--- src/rtl/alu_core_if.sv ---
// Control/data bus for alu_core: operands, mode/opcode selects, irq clear, and
// the registered result and interrupt.
interface alu_core_if #(
  parameter int DATA_W = 8
);
  logic              alu_enable;
  logic              alu_enable_a;
  logic              alu_enable_b;
  logic              alu_irq_clr;
  logic [1:0]        alu_op_a;
  logic [1:0]        alu_op_b;
  logic [DATA_W-1:0] alu_in_a;
  logic [DATA_W-1:0] alu_in_b;
  logic              alu_irq;
  logic [DATA_W-1:0] alu_out;

  modport master (
    output alu_enable, alu_enable_a, alu_enable_b, alu_irq_clr,
    output alu_op_a, alu_op_b, alu_in_a, alu_in_b,
    input  alu_irq, alu_out
  );

  modport slave (
    input  alu_enable, alu_enable_a, alu_enable_b, alu_irq_clr,
    input  alu_op_a, alu_op_b, alu_in_a, alu_in_b,
    output alu_irq, alu_out
  );
endinterface

--- src/rtl/alu_core.sv ---
// Registered two-mode 8-bit logic ALU with a sticky trigger interrupt.
// Define ALU_ILLEGAL_IRQ_EN to also raise the irq when both modes are selected.
module alu_core #(
  parameter int DATA_W = 8
) (
  input logic       alu_clk,
  input logic       rst_n,    // active-high synchronous reset despite the name
  alu_core_if.slave bus
);

  logic [DATA_W-1:0] r_out;
  logic              r_irq;
  logic [DATA_W-1:0] w_result;
  logic              w_trigger;
  logic              w_valid;
  logic              w_irq_set;

  assign w_valid = bus.alu_enable & (bus.alu_enable_a ^ bus.alu_enable_b);

  always_comb begin
    // NOTE: defaults first so every path assigns every output; no latch is inferred.
    w_result  = '0;
    w_trigger = 1'b0;
    if (bus.alu_enable_a) begin
      case (bus.alu_op_a)
        2'b00: begin
          w_result  = bus.alu_in_a & bus.alu_in_b;
          w_trigger = (w_result == DATA_W'(8'hFF));
        end
        2'b01: begin
          w_result  = ~(bus.alu_in_a & bus.alu_in_b);
          w_trigger = (w_result == DATA_W'(8'h00));
        end
        2'b10: begin
          w_result  = bus.alu_in_a | bus.alu_in_b;
          w_trigger = (w_result == DATA_W'(8'hF8));
        end
        default: begin
          w_result  = bus.alu_in_a ^ bus.alu_in_b;
          w_trigger = (w_result == DATA_W'(8'h83));
        end
      endcase
    end else begin
      case (bus.alu_op_b)
        2'b00: begin
          w_result  = ~(bus.alu_in_a ^ bus.alu_in_b);
          w_trigger = (w_result == DATA_W'(8'hF1));
        end
        2'b01: begin
          w_result  = bus.alu_in_a & bus.alu_in_b;
          w_trigger = (w_result == DATA_W'(8'hF4));
        end
        2'b10: begin
          w_result  = ~(bus.alu_in_a | bus.alu_in_b);
          w_trigger = (w_result == DATA_W'(8'hF5));
        end
        default: begin
          w_result  = bus.alu_in_a | bus.alu_in_b;
          w_trigger = (w_result == DATA_W'(8'hFF));
        end
      endcase
    end
  end

`ifdef ALU_ILLEGAL_IRQ_EN
  logic w_illegal;
  assign w_illegal = bus.alu_enable & bus.alu_enable_a & bus.alu_enable_b;
  assign w_irq_set = (w_valid & w_trigger) | w_illegal;
`else
  assign w_irq_set = w_valid & w_trigger;
`endif

  // NOTE: state registers use non-blocking assignments so all flops update together.
  always_ff @(posedge alu_clk) begin
    if (rst_n) begin
      r_out <= '0;
      r_irq <= 1'b0;
    end else begin
      if (w_valid)
        r_out <= w_result;
      // Set has priority over a simultaneous clear.
      if (w_irq_set)
        r_irq <= 1'b1;
      else if (bus.alu_irq_clr)
        r_irq <= 1'b0;
    end
  end

  assign bus.alu_out = r_out;
  assign bus.alu_irq = r_irq;

endmodule

--- src/flat_wrapper.sv ---
// flat-port wrapper written by rule: the top's interface ports become plain ports
module alu_core_flat 
#(
  parameter int DATA_W = 8
)
  (alu_clk, rst_n, bus_alu_enable, bus_alu_enable_a, bus_alu_enable_b, bus_alu_irq_clr, bus_alu_op_a, bus_alu_op_b, bus_alu_in_a, bus_alu_in_b, bus_alu_irq, bus_alu_out);
  alu_core_if #(.DATA_W(DATA_W)) bus_i ();
  input logic alu_clk;
  input logic rst_n;
  input wire logic [$bits(bus_i.alu_enable)-1:0] bus_alu_enable;
  input wire logic [$bits(bus_i.alu_enable_a)-1:0] bus_alu_enable_a;
  input wire logic [$bits(bus_i.alu_enable_b)-1:0] bus_alu_enable_b;
  input wire logic [$bits(bus_i.alu_irq_clr)-1:0] bus_alu_irq_clr;
  input wire logic [$bits(bus_i.alu_op_a)-1:0] bus_alu_op_a;
  input wire logic [$bits(bus_i.alu_op_b)-1:0] bus_alu_op_b;
  input wire logic [$bits(bus_i.alu_in_a)-1:0] bus_alu_in_a;
  input wire logic [$bits(bus_i.alu_in_b)-1:0] bus_alu_in_b;
  output wire logic [$bits(bus_i.alu_irq)-1:0] bus_alu_irq;
  output wire logic [$bits(bus_i.alu_out)-1:0] bus_alu_out;
  assign bus_i.alu_enable = bus_alu_enable;
  assign bus_i.alu_enable_a = bus_alu_enable_a;
  assign bus_i.alu_enable_b = bus_alu_enable_b;
  assign bus_i.alu_irq_clr = bus_alu_irq_clr;
  assign bus_i.alu_op_a = bus_alu_op_a;
  assign bus_i.alu_op_b = bus_alu_op_b;
  assign bus_i.alu_in_a = bus_alu_in_a;
  assign bus_i.alu_in_b = bus_alu_in_b;
  assign bus_alu_irq = bus_i.alu_irq;
  assign bus_alu_out = bus_i.alu_out;
  alu_core #(.DATA_W(DATA_W)) u_core (.alu_clk(alu_clk), .rst_n(rst_n), .bus(bus_i));
endmodule
--- config.mk ---
export PLATFORM = sky130hd
export DESIGN_NAME = alu_core_flat
export DESIGN_NICKNAME = d
export VERILOG_FILES = /design/src/rtl/alu_core_if.sv /design/src/rtl/alu_core.sv /design/src/flat_wrapper.sv
export SDC_FILE = /design/constraint.sdc
export NUM_CORES = 1
export LEC_CHECK = 0
export CAP_MARGIN = 5
export CELL_PAD_IN_SITES_DETAIL_PLACEMENT = 2
export CELL_PAD_IN_SITES_GLOBAL_PLACEMENT = 2
export CORE_MARGIN = 2
export CORE_UTILIZATION = 38
export DETAILED_ROUTE_END_ITERATION = 6
export DONT_BUFFER_PORTS = 1
export GPL_ROUTABILITY_DRIVEN = 0
export MAX_ROUTING_LAYER = met4
export PLACE_DENSITY_LB_ADDON = 0.1
export SLEW_MARGIN = 20
export SYNTH_ARGS = -nofsm -noshare
export SYNTH_HDL_FRONTEND = slang
export SYNTH_SLANG_ARGS = --single-unit
--- constraint.sdc ---
create_clock -name alu_clk -period 4.35 [get_ports alu_clk]
set_clock_uncertainty 0.1 [all_clocks]
set_input_delay 0.6525 -clock alu_clk [delete_from_list [all_inputs] [get_ports alu_clk]]
set_output_delay 0.6525 -clock alu_clk [all_outputs]
set_load 0.01 [all_outputs]
== After elaboration in Yosys (flattened, before gate mapping) ==
Cells that the tools add are included.

* Register bits after elaboration: 9
* Input port bits: 26
* Word-level logic and storage cells: 34
* Output and inout port bits: 9

* Eq/ne operators: 11
* Reductions and logical operators: 4
* Mux-type cells: 8
* Bitwise gates (word level): 9

{| class="wikitable"
|+ Operators by type and width
! operator !! count
|-
| $eq 8x8->1 const B || 7
|-
| $pmux 8 s3 || 2
|-
| $not 8->8 || 3
|-
| $and 8x8->8 || 1
|-
| $logic_not 8->1 || 1
|-
| $mux 8 || 1
|-
| $or 8x8->8 || 1
|-
| $xor 8x8->8 || 1
|-
| $pmux 1 s3 || 2
|-
| $eq 2x1->1 const B || 2
|-
| $eq 2x2->1 const B || 2
|-
| $logic_not 2->1 || 2
|-
| $mux 1 || 3
|-
| $and 1x1->1 || 2
|-
| $reduce_bool 2->1 || 1
|-
| $xor 1x1->1 || 1
|}

== Logic depth before layout (Yosys ltp) ==
Gate-level depths: netlist of run 1.

* Word-level depth: 7
* Depth in mapped cells: 7
* Mapped depth without buffers: 7

== Least setup slack after synthesis of run 1 ==
Ideal clock, no wire load.

* Path type: in2reg
* From: input bus_alu_in_b[7]
* To: register u_core.r_out[7] (netlist: u_core.bus.alu_out[7])
* Cell stages on the path: 6
* Arrival: 1778 ps
* Path slack: 2387 ps
* Library setup time: 86 ps
* Required time: 4164 ps
* Path buffers: 0
* Cells stage by stage: inv_1 > ha_1 > mux4_2 > nor2_1 > a21oi_1 > a211oi_1

* Word-level cells in the longest chain between the ends: 4
* Elaborated cells on any way between the ends: 9
* Those cells by class: mux (3); bitwise (6)

{| class="wikitable"
|+ Ends and longest elaborated chain
! element !! line !! source
|-
| start, declared || flat_wrapper.sv:17 || <nowiki>input wire logic [$bits(bus_i.alu_in_b)-1:0] bus_alu_in_b;</nowiki>
|-
| $or 8x8->8 (tied with other cells) || alu_core.sv:35, alu_core.sv:54, alu_core.sv:58 ||
|-
| $not 8->8, on equally long branches || alu_core.sv:54, alu_core.sv:31, alu_core.sv:46 ||
|-
| $pmux 8 s3, on equally long branches || alu_core.sv:44, alu_core.sv:25 ||
|-
| $mux 8 (*) || alu_core.sv:24 || <nowiki>if (bus.alu_enable_a) begin</nowiki>
|-
| end signal, assigned || alu_core.sv:80 || <nowiki>r_out <= w_result;</nowiki>
|-
| end, declared || alu_core.sv:11 || <nowiki>logic [DATA_W-1:0] r_out;</nowiki>
|}

Every way passes the cells marked *; elsewhere a longest branch is shown, timed or not.
A chain may end at the register's enable or synchronous reset.

== Final worst setup path of run 1 ==
* From: input bus_alu_in_b[6]
* To: register u_core.r_irq (netlist: u_core.bus.alu_irq)

* Word-level cells in the longest chain between the ends: 7
* Elaborated cells on any way between the ends: 20
* Those cells by class: eq/ne (7); mux (4); bitwise (7); reduce/logical (2)

{| class="wikitable"
|+ Ends and longest elaborated chain
! element !! line !! source
|-
| $or 8x8->8 (tied with other cells) || alu_core.sv:35, alu_core.sv:54, alu_core.sv:58 ||
|-
| $not 8->8, on equally long branches || alu_core.sv:54, alu_core.sv:31, alu_core.sv:46 ||
|-
| $eq 8x8->1 (tied with other cells) || alu_core.sv:55 || <nowiki>w_trigger = (w_result == DATA_W'(8'hF5));</nowiki>
|-
| $pmux 1 s3, on equally long branches || alu_core.sv:44, alu_core.sv:25 ||
|-
| $mux 1 (*) || alu_core.sv:24 ||
|-
| $and 1x1->1 (*) || alu_core.sv:70 || <nowiki>assign w_irq_set = w_valid & w_trigger;</nowiki>
|-
| $mux 1 / $reduce_bool 2->1 (equally long branches) || -- ||
|-
| end signal, assigned || alu_core.sv:77 || <nowiki>r_irq <= 1'b0;</nowiki>
|-
| end signal, assigned || alu_core.sv:83 || <nowiki>r_irq <= 1'b1;</nowiki>
|-
| end signal, assigned || alu_core.sv:85 || <nowiki>r_irq <= 1'b0;</nowiki>
|-
| end, declared || alu_core.sv:12 || <nowiki>logic r_irq;</nowiki>
|}

Marked as above.

==> impl_metrics.py, run 1 <==
metrics = {
    "run_status": {
        "status": "finished, final reports clean",
    },
    "floorplanning": {
        "die_area_mm2": 0.00421,
        "pin_count": 35,
        "initial_utilization_pct": 39.1,
        "die_w_um": 64.9,
        "die_height_um": 64.9,
        "rows": 22,
        "core_area_mm2": 0.00361,
    },
    "sta": {
        "finalHoldViolCount": 0,
        "relSlewSlack_pct": 65.5,
        "whs_ps": 391,
        "fin_tns_setup_ps": 0,
        "layout_setup_ws_ps": 2480,
        "fin_crit_sh_pct": 43.0,
        "tightest_slew_ps": 513,
        "min_period_ps": 1870,
        "rsz0062_at_grt": "false",
        "setup_viol": 0,
        "fmax_ghz": 0.535,
        "drv_slew": 0,
    },
    "cts": {
        "post_cts_buffers": 0,
        "cts-resized-gates": 0,
        "cts_tree": "done",
        "numCtsBuffers": 3,
        "clk_latency_ps": 230,
        "cts_hold_buf": 0,
        "clock_path_buffers": 2,
        "cts_htree_levels": 1,
        "cts.sinks": 9,
        "clock-root-buffer": "clkbuf_8",
        "path_clk_slew_ps": 40,
    },
    "global_routing": {
        "grt_max_degree": 24,
        "track_usage_pct": 20.3,
        "grt_pass1_vias": 1405,
        "grt_first_pass_wirelength_um": 6440,
        "grt_overflow": 0,
        "grt_antenna_before_repair": 0,
    },
    "cells_and_area": {
        "drive_above_1_share_pct": 6.74,
        "fin_nets": 229,
        "fillers": 433,
        "final_area_mm2": 0.00145,
        "areaGrowthSynthToFinish_pct": 2.93,
        "diodes": 0,
    },
    "setup_path": {
        "cp.buffers_inverters": 1,
        "worstSetupPathType": "input port to flop",
        "critPathMaxFanout": 2,
        "critPathMaxStageDelay_ps": 500,
        "path_cells": "inv_1 -> ha_1 -> nor4_1 -> nand4b_1 -> o211ai_1 -> a32o_1",
        "slowest_stage": "nor4_1",
        "crit_required_ps": 4420,
        "crit_family": "simple AND/OR/NAND/NOR gates",
        "cp.arrival_ps": 1940,
        "endpoint_kind": "flop",
        "critPathLaunchType": "input port",
    },
    "routing": {
        "wl_per_cell_um": 17.0,
        "initialDrtViolationCount": 30,
        "detail-route-antenna-nets": 0,
        "drc": 0,
        "vias_per_cell": 5.65,
        "vias": 1277,
        "drt-total-wl_um": 3840,
        "firstDrtPassIters": 4,
    },
    "synth": {
        "yosys_warnings": 0,
        "synthArstFlopShare_pct": 0,
        "synthDistinctLibCells": 38,
        "synth.cell_area_mm2": 0.00141,
        "synth_flop_cell": "dfxtp_1",
        "yosysMostFrequentCell": "inv_1",
        "yosys-top-cells-area": "ha_1, dfxtp_1, mux4_2, inv_1, a21oi_1",
        "synth_edf_count": 0,
        "synthCells": 186,
        "avgSynthCellArea_um2": 7.58,
        "synth_top_area_cell": "ha_1",
        "synth_top_area_share_pct": 21.3,
        "syn-num-nets": 236,
        "yosys_register_bits": 9,
        "yosys-top-cells-count": "inv_1, ha_1, nor2_1",
        "yosysSeqAreaShare_pct": 12.8,
    },
    "pwr": {
        "p_per_area_mw_per_mm2": 200,
        "finalPower_w": 0.000291,
        "p_leak_nw": 0.648,
        "ir_worst_vdd_uv": 62.2,
    },
    "min_path": {
        "hold_class": "input port to flop",
    },
    "place": {
        "port_buffers": 0,
        "dp_hpwl_um": 3220,
        "dpl_cell_area_mm2": 0.00141,
        "post-place-ws_ps": 2250,
    },
    "run": {
        "maxCapViolations": 0,
    },
}
[cell type report]
type	count	area (um2)	share of cell area [%]
clock buffer	4	45.0	3.10
sequential	9	180	12.4
multi-input combinational	136	1060	72.8
inverter	29	109	7.50
tap	48	60.1	4.14
[placed cells by master, fill, tap and decap left out, types with 2 or more instances in the layout]
| cell | synthesis | final |
|---|---|---|
| ha_1 | 24 | 24 |
| clkbuf_8 | 0 | 3 |
| nand4b_1 | 2 | 2 |
| nor2_1 | 20 | 20 |
| o21ai_0 | 4 | 4 |
| a211o_1 | 2 | 2 |
| nand2_1 | 13 | 13 |
| nor2b_1 | 4 | 4 |
| nor4_1 | 2 | 2 |
| nor3_1 | 6 | 6 |
| dfxtp_1 | 9 | 9 |
| xor2_1 | 6 | 6 |
| nor4b_1 | 2 | 2 |
| mux4_2 | 6 | 6 |
| o21ai_1 | 2 | 2 |
| o211ai_1 | 4 | 4 |
| inv_1 | 28 | 28 |
| a211oi_1 | 9 | 9 |
| a21oi_1 | 16 | 16 |
[report_power, final]
group / leakage, nW / internal, W / total [W] / switching, W
clock network: 0.0228 / 0.0000637 / 0.0000944 / 0.0000308
registers: 0.0739 / 0.0000893 / 0.0000960 / 0.00000666
logic: 0.552 / 0.0000483 / 0.000100 / 0.0000521
[sequential cells by signal, summed over array words and instances, names as in the netlist]
register / flops
u_core.bus.alu_irq: 1
u_core.bus.alu_out: 8
[kinds of logic after synthesis]
group | Yosys count | synth area share, %
muxes | 7 | 10.3
buffers and inverters | 41 | 12.2
adders and majority gates | 24 | 21.3
and+or+nand+nor | 55 | 19.1
DFF | 9 | 12.8
AOI/OAI and AO/OA | 44 | 20.6
xor gates and xnor gates | 6 | 3.73
[per-layer routing]
| metal | share of wire (%) | global-route usage (%) |
|---|---|---|
| met4 | 1.0 | 6.65 |
| met5 | 0 | - |
| met2 | 48 | 34.3 |
| met3 | 4.0 | 1.04 |
| met1 | 47 | 26.0 |
[per-stage QoR]
step	cells	util (%)
CTS	226	40.2
global route	226	40.2
floorplan	186	-
finish	226	40.2
global placement	222	39.0
detailed placement	222	39.0
[final timing paths]
kind | startpoint | endpoint | slack [ps] | cells after the start
max | bus_alu_in_b[6] | u_core.bus.alu_irq | 2480 | 6
min | rst_n | u_core.bus.alu_out[4] | 390 | 1
max reg2reg | u_core.bus.alu_out[5] | u_core.bus.alu_out[5] | 3510 | 2
min reg2reg | u_core.bus.alu_out[3] | u_core.bus.alu_out[3] | 400 | 2
(Power assumes the default switching activity.)
==> inputs of run 2 (changes only) <==
- CORE_UTILIZATION: 38 -> 32
- clock period: 4.35 -> 1.6 ns (I/O delays scaled with it)
==> run 2 against run 1 <==
  * Routed wire length is 9.7% higher
  * Die area rose by 18%
  * Core utilization decreased by 4.4 points
  * Sequential share of layout area fell by 0.71 points
  * First-iteration DRC count is 67% lower
  * Final area increased by 6.0%
  * Critical path type unchanged
  * Total power rose to 2.8 times the previous value
  * Sequential power increased to 2.7 times the previous value
  * Setup slack got worse by 2400 ps
  * Via count increased by 3.9%
==> impl_metrics.py, run 2 (synthesized netlist as in run 1, its figures left out) <==
metrics = {
    "cells_and_area": {
        "areaGrowthSynthToFinish_pct": 9.14,
        "diodes": 0,
        "fin_nets": 239,
        "fin_cells": 240,
        "layout_common_cells": "inv_1, ha_1, nor2_1, a21oi_1, nand2_1",
        "final_common_cell": "inv_1",
        "drive_above_1_share_pct": 11.7,
        "fin_util_pct": 35.8,
        "largest_reg_flops": 8,
    },
    "sta": {
        "fin_crit_sh_pct": 94.0,
        "fmax_ghz": 0.665,
        "setup_viol": 0,
        "tightest_slew_ps": 392,
        "drv_slew": 0,
        "relSlewSlack_pct": 73.9,
        "finalHoldViolCount": 0,
        "rsz0062_at_grt": "false",
        "min_period_ps": 1500,
    },
    "setup_path": {
        "cp.arrival_ps": 1520,
        "path_cells": "inv_1 -> ha_1 -> nor4b_1 -> buf_4 -> a41oi_1 -> o211ai_1 -> a32o_1",
        "critPathMaxStageDelay_ps": 340,
        "endpoint_kind": "flop",
        "critPathMaxFanout": 3,
        "r2r.worst_path.cells": 2,
        "worstSetupPathType": "input port to flop",
        "crit_family": "compound AO/OA/AOI/OAI gates",
        "crit_required_ps": 1620,
        "cp.buffers_inverters": 2,
        "r2r-end": "u_core.bus.alu_out[7]",
        "critPathLaunchType": "input port",
        "r2r_slack_ps": 760,
        "slowest_stage": "ha_1",
        "r2r_start": "u_core.bus.alu_out[7]",
    },
    "floorplanning": {
        "die_w_um": 70.4,
        "die_height_um": 70.4,
        "initial_utilization_pct": 32.8,
        "core_area_mm2": 0.00429,
        "rows": 24,
        "die_area_mm2": 0.00495,
        "pin_count": 35,
    },
    "run_status": {
        "status": "finished, final reports clean",
    },
    "cts": {
        "cts.sinks": 9,
        "numCtsBuffers": 3,
        "clk_latency_ps": 230,
        "clock-root-buffer": "clkbuf_8",
        "clock_path_buffers": 2,
        "cts_htree_levels": 1,
        "path_clk_slew_ps": 40,
        "cts_tree": "done",
    },
    "pwr": {
        "ir_worst_vdd_uv": 168,
        "p_leak_nw": 0.698,
        "p_per_area_mw_per_mm2": 536,
    },
    "routing": {
        "vias": 1327,
        "met2_length_um": 2050,
        "detail-route-antenna-nets": 0,
        "initialDrtViolationCount": 10,
        "drt-total-wl_um": 4220,
        "highest_layer": "met4",
        "vias_per_cell": 5.53,
        "wl_per_cell_um": 17.6,
        "drc": 0,
        "met3_length_um": 186,
        "firstDrtPassIters": 4,
        "wl_met1_um": 1920,
    },
    "run": {
        "maxCapViolations": 0,
    },
    "global_routing": {
        "grt_pass1_vias": 1503,
        "grt_first_pass_wirelength_um": 7110,
        "grt_max_degree": 24,
        "grt_antenna_before_repair": 0,
        "track_usage_pct": 18.5,
        "grt_overflow": 0,
    },
    "place": {
        "port_buffers": 0,
        "post-place-cells": 235,
        "dp_hpwl_um": 3510,
    },
    "min_path": {
        "holdPathStages": 2,
        "holdPathEnd": "u_core.bus.alu_out[1]",
        "holdCritStartpoint": "bus_alu_enable_a",
        "hold_class": "input port to flop",
    },
}
## run 2: changes by cell type in the layout (fill, tap and decap cells not counted), sizes merged
cell	previous run	this run
buf	0	9
dlygate4sd3	0	1
## run 2: worst max-delay path by stage
| stage | from | end | slack, ps | cells past startpoint |
|---|---|---|---|---|
| 2_1_floorplan | bus_alu_in_b[7] | u_core.bus.alu_out[7] | 50 | 6 |
| 3_3_place_gp | bus_alu_in_b[6] | u_core.bus.alu_out[6] | -110 | 7 |
| 3_5_place_dp | bus_alu_in_b[1] | u_core.bus.alu_irq | -160 | 7 |
| 4_1_cts | bus_alu_in_b[1] | u_core.bus.alu_irq | 90 | 7 |
| 5_1_grt | bus_alu_in_b[4] | u_core.bus.alu_out[4] | 5 | 8 |
| 6_report | bus_alu_in_b[1] | u_core.bus.alu_irq | 100 | 7 |
## run 2: final cells by class
class                   instances  area (um2)
clock buffers                   4        45.0
fillers                       501        2760
inverters                      29         109
multi-input cells             136        1060
flip-flops and latches          9         180
well taps                      52        65.1
repair buffers                 10        77.6
## run 2: routing by layer
metal,vias to the layer above,global-route usage [%]
li1,642,-
met1,645,22.2
met2,34,32.3
met3,6,2.02
met4,0,6.20
met5,-,-
## run 2: stage by stage
step | hold WS [ps] | cell area (um2) | setup slack (ps) | total power [W] | setup TNS, ps
2_1_floorplan | 362 | 1410 | 49.1 | 0.000515 | 0
3_3_place_gp | 211 | 1480 | -114 | 0.000552 | -338
3_5_place_dp | 216 | 1480 | -156 | 0.000568 | -728
4_1_cts | 133 | 1530 | 87.1 | 0.000832 | 0
5_1_grt | 168 | 1540 | 4.77 | 0.000878 | 0
6_report | 128 | 1540 | 96.6 | 0.000824 | 0
## run 2: what timing repair did
item / in CTS / in global routing
hold buffers: 1 / 0
gates resized for setup: 0 / 1
endpoints found under the hold margin: 8 / 0
setup buffers: 0 / 0
endpoints found under the setup margin: 0 / 2
## run 2: where the power goes
part	switching [W]	internal, W
registers	0.0000182	0.000243
clock network	0.0000837	0.000173
logic	0.000155	0.000152
total	0.000257	0.000568
==> inputs of run 3 (changes only) <==
- CORE_UTILIZATION: 32 -> 38
- clock period: 1.6 -> 1.8 ns (I/O delays scaled with it)
==> run 3 against run 2 <==
  * First-iteration DRC count rose to 3.1 times the previous value
  * Critical endpoint is now u_core.bus.alu_out[6]
  * Register-to-register slack improved by 170 ps
  * Critical path depth did not move
  * Global-route usage rose by 2.6 points
  * Critical path type unchanged
  * Sequential share of layout area rose by 0.43 points
  * Hold slack got worse by 120 ps
  * Sequential power fell by 11%
==> impl_metrics.py, run 3 (synthesized netlist as in run 1, its figures left out) <==
metrics = {
    "cts": {
        "cts_tree": "done",
        "cts-resized-gates": 0,
        "clock-root-buffer": "clkbuf_8",
        "clk_latency_ps": 230,
        "clock_path_buffers": 2,
        "numCtsBuffers": 3,
        "cts.sinks": 9,
        "path_clk_slew_ps": 40,
        "cts_htree_levels": 1,
    },
    "routing": {
        "initialDrtViolationCount": 31,
        "highest_layer": "met4",
        "wl_met1_um": 1880,
        "detail-route-antenna-nets": 0,
        "wl_per_cell_um": 17.9,
        "met2_length_um": 1990,
        "vias": 1311,
        "firstDrtPassIters": 4,
        "vias_per_cell": 5.70,
        "met3_length_um": 190,
        "drc": 0,
        "drt-total-wl_um": 4130,
    },
    "cells_and_area": {
        "largest_reg_flops": 8,
        "fin_nets": 233,
        "fin_util_pct": 41.2,
        "fin_cells": 230,
        "drive_above_1_share_pct": 8.24,
        "diodes": 0,
        "areaGrowthSynthToFinish_pct": 5.23,
        "final_common_cell": "inv_1",
        "layout_common_cells": "inv_1, ha_1, nor2_1, a21oi_1, nand2_1",
        "fillers": 418,
        "final_area_mm2": 0.00148,
    },
    "sta": {
        "tightest_slew_ps": 457,
        "setup_viol": 0,
        "drv_slew": 0,
        "min_period_ps": 1570,
        "relSlewSlack_pct": 69.5,
        "finalHoldViolCount": 0,
        "fin_crit_sh_pct": 87.4,
        "fmax_ghz": 0.636,
        "rsz0062_at_grt": "false",
    },
    "place": {
        "dpl_cell_area_mm2": 0.00143,
        "port_buffers": 0,
        "dp_hpwl_um": 3270,
        "post-place-cells": 225,
    },
    "floorplanning": {
        "initial_utilization_pct": 39.1,
        "rows": 22,
        "die_w_um": 64.9,
        "die_height_um": 64.9,
        "core_area_mm2": 0.00361,
        "pin_count": 35,
        "die_area_mm2": 0.00421,
    },
    "setup_path": {
        "endpoint_kind": "flop",
        "worstSetupPathType": "input port to flop",
        "critPathLaunchType": "input port",
        "crit_required_ps": 1840,
        "slowest_stage": "mux4_2",
        "critPathMaxFanout": 2,
        "r2r-end": "u_core.bus.alu_out[6]",
        "r2r.worst_path.cells": 2,
        "r2r_slack_ps": 930,
        "path_cells": "inv_1 -> ha_1 -> buf_4 -> mux4_2 -> nor2_1 -> a21oi_1 -> a211oi_1",
        "critPathMaxStageDelay_ps": 450,
        "r2r_start": "u_core.bus.alu_out[6]",
        "cp.arrival_ps": 1610,
    },
    "min_path": {
        "holdCritStartpoint": "rst_n",
        "hold_class": "input port to flop",
        "holdPathEnd": "u_core.bus.alu_out[4]",
        "holdPathStages": 1,
    },
    "global_routing": {
        "grt_max_degree": 24,
        "grt_antenna_before_repair": 0,
        "grt_first_pass_wirelength_um": 6780,
        "grt_overflow": 0,
        "grt_pass1_vias": 1431,
        "track_usage_pct": 21.1,
    },
    "pwr": {
        "pwr-share-clk_pct": 31.9,
        "p_per_area_mw_per_mm2": 485,
        "p_int_w": 0.000494,
        "swShare_pct": 31.3,
        "p_leak_nw": 0.668,
        "ir_worst_vdd_uv": 130,
        "p_sw_w": 0.000225,
        "combinationalPowerShare_pct": 35.8,
        "seqPwrFrac_pct": 32.3,
    },
    "run_status": {
        "status": "finished, final reports clean",
    },
    "run": {
        "maxCapViolations": 0,
    },
}
## run 3: cell count changes in the layout (fill, tap and decap cells not counted), sizes merged
cell	change
buf	-6
## run 3: layout make-up
cell class / instances / area (um2) / share of cell area (%)
tap: 48 / 60.1 / 4.05
multi-input combinational: 136 / 1060 / 71.2
inverter: 29 / 109 / 7.34
sequential: 9 / 180 / 12.1
timing repair buffer: 4 / 32.5 / 2.19
clock buffer: 4 / 45.0 / 3.04
## run 3: worst max-delay path, delay by kind of cell
family	cells	cell delay, ps
muxes	1	450
buffers and inverters	2	180
adders and majority gates	1	320
AOI/OAI and AO/OA	2	290
and+or+nand+nor	1	100
## run 3: stage by stage
stage,hold slack [ps],total power [W],setup slack (ps),TNS [ps]
finish,8.09,0.000719,227,0
floorplan,376,0.000458,219,0
global route,4.52,0.000764,150,0
global placement,241,0.000476,59.9,0
detailed placement,243,0.000489,-33.7,-33.7
CTS,1.09,0.000724,208,0
## run 3: what timing repair did
action / 4_1_cts / 5_1_grt
hold buffers: 1 / 0
buffers inserted: 0 / 0
endpoints found under the hold margin: 1 / 0
## run 3: power groups by stage
stage / clock, W / combinational, W / sequential, W
finish: 0.000229 / 0.000257 / 0.000232
global route: 0.000242 / 0.000288 / 0.000234
CTS: 0.000235 / 0.000256 / 0.000233
detailed placement: 0 / 0.000253 / 0.000236
global placement: 0 / 0.000240 / 0.000235
floorplan: 0 / 0.000224 / 0.000234
## run 3: worst max path at each step
| stage | from | endpoint | slack, ps | cells past startpoint |
|---|---|---|---|---|
| global placement | bus_alu_in_b[6] | u_core.bus.alu_out[6] | 60 | 7 |
| CTS | bus_alu_in_b[6] | u_core.bus.alu_out[6] | 210 | 7 |
| finish | bus_alu_in_b[6] | u_core.bus.alu_out[6] | 230 | 7 |
| detailed placement | bus_alu_in_b[6] | u_core.bus.alu_out[6] | -30 | 7 |
| floorplan | bus_alu_in_b[7] | u_core.bus.alu_out[7] | 220 | 6 |
| global route | bus_alu_in_b[6] | u_core.bus.alu_out[6] | 150 | 7 |
## run 3: metal layers
layer / vias to the layer above / global-route usage, %
met5: - / -
met4: 0 / 6.38
met1: 637 / 26.8
met3: 6 / 1.74
met2: 37 / 35.8
li1: 631 / -
